File: src/rtl/cpu_pkg.sv
// Shared core definitions: default datapath sizes, writeback source
// encodings and elaboration-time helpers.
package cpu_pkg;

  localparam int DATA_W_DEF = 8;
  localparam int REG_AW_DEF = 3;

  typedef enum logic [1:0] {
    WB_SRC_SHIFT = 2'd0,
    WB_SRC_ALU   = 2'd1,
    WB_SRC_MEM   = 2'd2,
    WB_SRC_IMM   = 2'd3
  } wb_src_e;

  // Bits needed to encode n distinct values (0 for n <= 1).
  function automatic int clog2(input int n);
    int bits;
    bits = 0;
    while ((1 << bits) < n) bits++;
    return bits;
  endfunction

endpackage

File: src/rtl/wb_src_mux.sv
// NUM_SRC:1 result selector for the writeback stage; a select value with
// no matching source yields zero.
module wb_src_mux #(
  parameter int DATA_W  = 8,
  parameter int NUM_SRC = 4,
  parameter int SEL_W   = 2
) (
  input  logic [SEL_W-1:0]          sel,
  input  logic [NUM_SRC*DATA_W-1:0] src,
  output logic [DATA_W-1:0]         data
);

  always_comb begin
    // NOTE: default assignment first so every path drives data; no latch.
    data = '0;
    for (int k = 0; k < NUM_SRC; k++) begin
      if (int'(sel) == k) data = src[k*DATA_W +: DATA_W];
    end
  end

endmodule

File: src/rtl/wb_stage_pipe.sv
// Writeback stage: one-entry pipeline register with valid/ready handshake,
// flush and stall, driving the register-file write port, EX bypass and a
// retired-instruction counter.
module wb_stage_pipe
  import cpu_pkg::*;
#(
  parameter int DATA_W   = DATA_W_DEF,
  parameter int REG_AW   = REG_AW_DEF,
  parameter int NUM_SRC  = 4,
  parameter int SEL_W    = 2,
  parameter bit ZERO_REG = 1'b1,
  parameter int CNT_W    = 16
) (
  input  logic                      clk,
  input  logic                      rst_n,
  input  logic                      in_valid,
  output logic                      in_ready,
  input  logic                      in_regwrite,
  input  logic [REG_AW-1:0]         in_rd,
  input  logic [SEL_W-1:0]          in_sel,
  input  logic [NUM_SRC*DATA_W-1:0] in_src,
  input  logic                      flush,
  input  logic                      wb_stall,
  output logic                      rf_we,
  output logic [REG_AW-1:0]         rf_waddr,
  output logic [DATA_W-1:0]         rf_wdata,
  output logic                      fwd_valid,
  output logic [REG_AW-1:0]         fwd_rd,
  output logic [DATA_W-1:0]         fwd_data,
  output logic [CNT_W-1:0]          retire_cnt
);

  if (NUM_SRC < 2 || SEL_W < clog2(NUM_SRC)) begin : g_bad_params
    $error("wb_stage_pipe: NUM_SRC must be >= 2 and SEL_W >= clog2(NUM_SRC)");
  end

  logic              valid_q;
  logic              regwrite_q;
  logic [REG_AW-1:0] rd_q;
  logic [DATA_W-1:0] data_q;
  logic [CNT_W-1:0]  retire_cnt_q;
  logic [DATA_W-1:0] sel_data;
  logic              retire;
  logic              accept;
  logic              rd_suppressed;

  wb_src_mux #(
    .DATA_W  (DATA_W),
    .NUM_SRC (NUM_SRC),
    .SEL_W   (SEL_W)
  ) u_src_mux (
    .sel  (in_sel),
    .src  (in_src),
    .data (sel_data)
  );

  assign retire        = valid_q & ~wb_stall;
  assign in_ready      = ~valid_q | ~wb_stall;
  assign accept        = in_valid & in_ready & ~flush;
  assign rd_suppressed = ZERO_REG && (rd_q == '0);

  // Flush beats accept beats retire; a stalled entry simply holds.
  always_ff @(posedge clk or negedge rst_n) begin
    if (!rst_n) begin
      // NOTE: datapath registers are reset too so rf_waddr/rf_wdata read 0 after reset.
      valid_q      <= 1'b0;
      regwrite_q   <= 1'b0;
      rd_q         <= '0;
      data_q       <= '0;
      retire_cnt_q <= '0;
    end else begin
      if (flush) begin
        valid_q <= 1'b0;
      end else if (accept) begin
        valid_q    <= 1'b1;
        regwrite_q <= in_regwrite;
        rd_q       <= in_rd;
        data_q     <= sel_data;
      end else if (retire) begin
        valid_q <= 1'b0;
      end
      if (retire && !flush) retire_cnt_q <= retire_cnt_q + 1'b1;
    end
  end

  assign rf_we      = valid_q & regwrite_q & ~wb_stall & ~rd_suppressed;
  assign rf_waddr   = rd_q;
  assign rf_wdata   = data_q;
  assign fwd_valid  = valid_q & regwrite_q & ~rd_suppressed;
  assign fwd_rd     = rd_q;
  assign fwd_data   = data_q;
  assign retire_cnt = retire_cnt_q;

endmodule

File: config.mk
export PLATFORM = sky130hd
export DESIGN_NAME = wb_stage_pipe
export DESIGN_NICKNAME = d
export VERILOG_FILES = /design/src/rtl/cpu_pkg.sv /design/src/rtl/wb_src_mux.sv /design/src/rtl/wb_stage_pipe.sv
export SDC_FILE = /design/constraint.sdc
export NUM_CORES = 1
export LEC_CHECK = 0
export BUFFER_PORTS_ARGS = -buffer_cell sky130_fd_sc_hd__buf_2
export CAP_MARGIN = 25
export CORE_MARGIN = 2
export CORE_UTILIZATION = 46
export CTS_BUF_LIST = sky130_fd_sc_hd__clkbuf_8
export DETAILED_ROUTE_END_ITERATION = 6
export GPL_TIMING_DRIVEN = 1
export HOLD_SLACK_MARGIN = 0.03
export MAX_ROUTING_LAYER = met4
export PLACE_DENSITY_LB_ADDON = 0.3
export SETUP_SLACK_MARGIN = 0.3
export SLEW_MARGIN = 30
export SYNTH_ARGS = -nofsm -noshare
export SYNTH_HDL_FRONTEND = slang
export SYNTH_SLANG_ARGS = --single-unit
export TNS_END_PERCENT = 10
File: constraint.sdc
create_clock -name clk -period 2.1 [get_ports clk]
set_clock_uncertainty 0.2 [all_clocks]
set_input_delay 0.63 -clock clk [delete_from_list [all_inputs] [get_ports clk]]
set_output_delay 0.63 -clock clk [all_outputs]
set_load 0.05 [all_outputs]
==> summary.md <==
| Metric | Value |
|---|---|
| Io pins | `84` |
| Count of cell types in the netlist | `26` |
| Fill cells | `241` |
| Synth top area share | `47.5%` |
| Placement Cell Area | `0.00200 sq mm` |
| Worst vdd ir | `0.878 mV` |
| Worst skew pair latency | `0.28 ns` |
| Post-route ant nets | `0` |
| Main flop type after synthesis | `dfrtp_1` |
| Design area | `0.00221 sq mm` |
| Global Route Usage Sum | `19.4%` |
| Final Worst Setup Slack | `-0.0614 ns` |
| Die width | `61.6 microns` |
| Count leader, synth | `dfrtp_1` |
| Ys Warns | `0` |
| Worst slew pin tran | `0.351 ns` |
| Routability cong. | `0.704` |
| Layout cells sized above 1 | `67.0%` |
| Clk pin slew, worst setup/hold paths | `0.06 ns` |
| Sequential-to-total area share from yosys stat | `47.5%` |
| Seq cells post-synth | `29` |
| Pwr/cell area | `962 mW/mm^2` |
| Core ar. | `0.00310 sq mm` |
| First drt pass iteration count | `4` |
| Status | `complete, but fails checks` |
| Met1 usage | `23.5%` |
| Ant. Diodes | `0` |
| Min-Delay Path Class | `input pin to async pin` |
| DRC viols | `0` |
| Top delay family on crit path | `flip-flops` |
| Post-Place Cells | `232` |
| Total Power Consumption | `2.12 mW` |
| Die Y | `61.6 microns` |
| Initial antenna violation count | `0` |
| Initial Util | `49.2%` |
| Failing checks | `setup timing` |
| Worst path max stage delay | `0.41 ns` |
| CP arrival | `1.33 ns` |
| Worst Path Max Fanout | `2` |
| Synth top cells by count | `29 x dfrtp_1, 11 x buf_4, 9 x mux2_2, 9 x xnor2_1, 8 x mux4_2` |
| Row count | `20` |
| Top cells by area, synth | `dfrtp_1 48%, mux4_2 12%, mux2_2 6.6%` |
| Longest Clk Path Bufs | `2` |
| Total Wirelength | `3380 microns` |
| Final Slew Violations | `0` |
| CTS tree | `built` |
| Max-cap violation count | `0` |
| CP Launch Type | `register` |
| Post-Layout Cell Count | `241` |
| CP bufs+invs | `1` |
| Leakage power total | `1.11 nW` |
| GRT overflow | `0` |
| GR Layer Usage met2 | `32.2%` |
| Worst path slowest cell | `dfrtp_2` |
| First DRT Iteration DRCs | `28` |
| Slew headroom | `76.6%` |
| Vias in the first global route | `1151` |
| Setup TNS | `-0.0652 ns` |
| Netlist Area Pre-Place | `0.00153 sq mm` |
| Syn_nets | `157` |
| Die footprint | `0.00380 sq mm` |
| M3 GR Usage | `6.72%` |
| Nets | `240` |
| Total number of vias | `1208` |
| Ys async rst share | `100%` |
| Root Driver | `clkbuf_8` |
| Post-Route Utilization | `71.1%` |
| CTS sink count | `29` |
| Endpoints failing hold | `0` |
| # H-tree levels | `2` |
| Final setup fails | `2` |
| CP Class | `register to output port` |
| Post-synth EDFFs | `0` |
| Yosys top cell by area | `dfrtp_1` |
| First-pass GRT wire length | `5180 microns` |
| Unrepaired setup endpoints after global routing | `true` |
| WP data required | `1.27 ns` |
| Element type at the critical path end | `output port` |
| Total CTS buffers | `5` |
| Largest net degree at the start of global routing | `17` |
| Post-DP HPWL | `2660 microns` |
| Number of port buffers | `83` |
| GRT Max-Usage Layer | `met2` |
| Post-DR vias/cell | `5.01` |
| Tcrit/Tclk final | `103%` |
| Clock period minus final worst setup slack | `2.16 ns` |
| Worst-path cell chain | `o311a_4 > nor2b_4 > buf_6` |
| Mapped Cells | `113` |
| Synthesized area per cell | `13.5 sq um` |
| Area grow syn2layout | `44.4%` |
| Wire per inst | `14.0 microns` |
| Fmax | `463 MHz` |
| Hold-fix buffers, CTS | `0` |
## cells in the final DEF (no fill, tap or decap), types with 6 or more instances in the layout
master | Yosys | final
xnor2_1 | 9 | 9
buf_2 | 2 | 61
clkbuf_4 | 0 | 6
xor2_1 | 6 | 6
dfrtp_1 | 29 | 21
mux2_2 | 9 | 9
nand3_1 | 6 | 6
mux4_2 | 8 | 8
buf_4 | 11 | 16
clkbuf_8 | 0 | 7
dfrtp_2 | 0 | 8
## flip-flops by register name, indices dropped and copies added, names as in the netlist
register and flops:
fwd_data 8, fwd_rd 3, regwrite_q 1, retire_cnt 16
valid_q 1
## kinds of logic (layout without fill, tap and decap cells)
group,Yosys count,in the layout,share of synthesized area [%]
mux,21,21,21.4
buf+inv,16,100,6.80
fa+ha+maj,1,1,0.819
flops,29,29,47.5
xor+xnor,15,15,8.60
simple gates,29,29,13.9
compound gates,2,2,0.983
## where the power goes
group / total, mW / switching, mW / internal, mW
clock network: 0.500 / 0.204 / 0.296
registers: 0.754 / 0.102 / 0.652
logic: 0.869 / 0.596 / 0.273
total: 2.12 / 0.902 / 1.22
## layer usage
metal / part of all wire (%) / vias to the layer above
met4: 0.53 / 0
met1: 37 / 595
met3: 7.5 / 3
li1: - / 562
met5: 0 / -
met2: 55 / 48
## per-stage QoR
| stage | hold slack, ns | setup WS (ns) |
|---|---|---|
| 2_1_floorplan | 0.134 | 0.0445 |
| 3_3_place_gp | 0.266 | 0.0279 |
| 3_5_place_dp | 0.275 | -0.0431 |
| 4_1_cts | 0.0625 | -0.0727 |
| 5_1_grt | 0.0715 | -0.103 |
| 6_report | 0.0514 | -0.0614 |
## final cells by class
class	instances	area, sq um	area share (%)
inverter	2	7.51	0.340
tap	44	55.1	2.50
clock inverter	1	5.00	0.227
multi-input combinational	68	724	32.8
clock buffer	7	96.3	4.37
sequential	29	736	33.4
timing repair buffer	90	582	26.4
## path summary, 6_finish.rpt
kind	slack [ns]	cells after the start	startpoint	to
setup / recovery	-0.06	3	fwd_rd[1]$_DFFE_PN0P_	rf_we
min in group clk	0.27	1	retire_cnt[15]$_DFFE_PN0P_	retire_cnt[15]$_DFFE_PN0P_
setup reg to reg	0.38	5	valid_q$_DFFE_PN0P_	retire_cnt[9]$_DFFE_PN0P_
hold reg to reg	0.27	1	retire_cnt[15]$_DFFE_PN0P_	retire_cnt[15]$_DFFE_PN0P_
hold / removal	0.05	1	rst_n	retire_cnt[14]$_DFFE_PN0P_
max in group asynchronous	1.11	2	rst_n	valid_q$_DFFE_PN0P_
## worst reg2reg max path, delay by kind of cell (launching register included)
family | cells | cell delay [ns]
buf+inv | 1 | 0.16
simple gates | 3 | 0.68
flops | 1 | 0.44
xor+xnor | 1 | 0.14
## what timing repair did
| action | CTS | global route |
|---|---|---|
| endpoints found under the setup margin | 13 | 15 |
| resized for setup | 26 | 13 |
| pin swaps | 1 | 0 |
| buffers inserted | 1 | 0 |
Note: power is estimated with default switching activity, not from simulation.
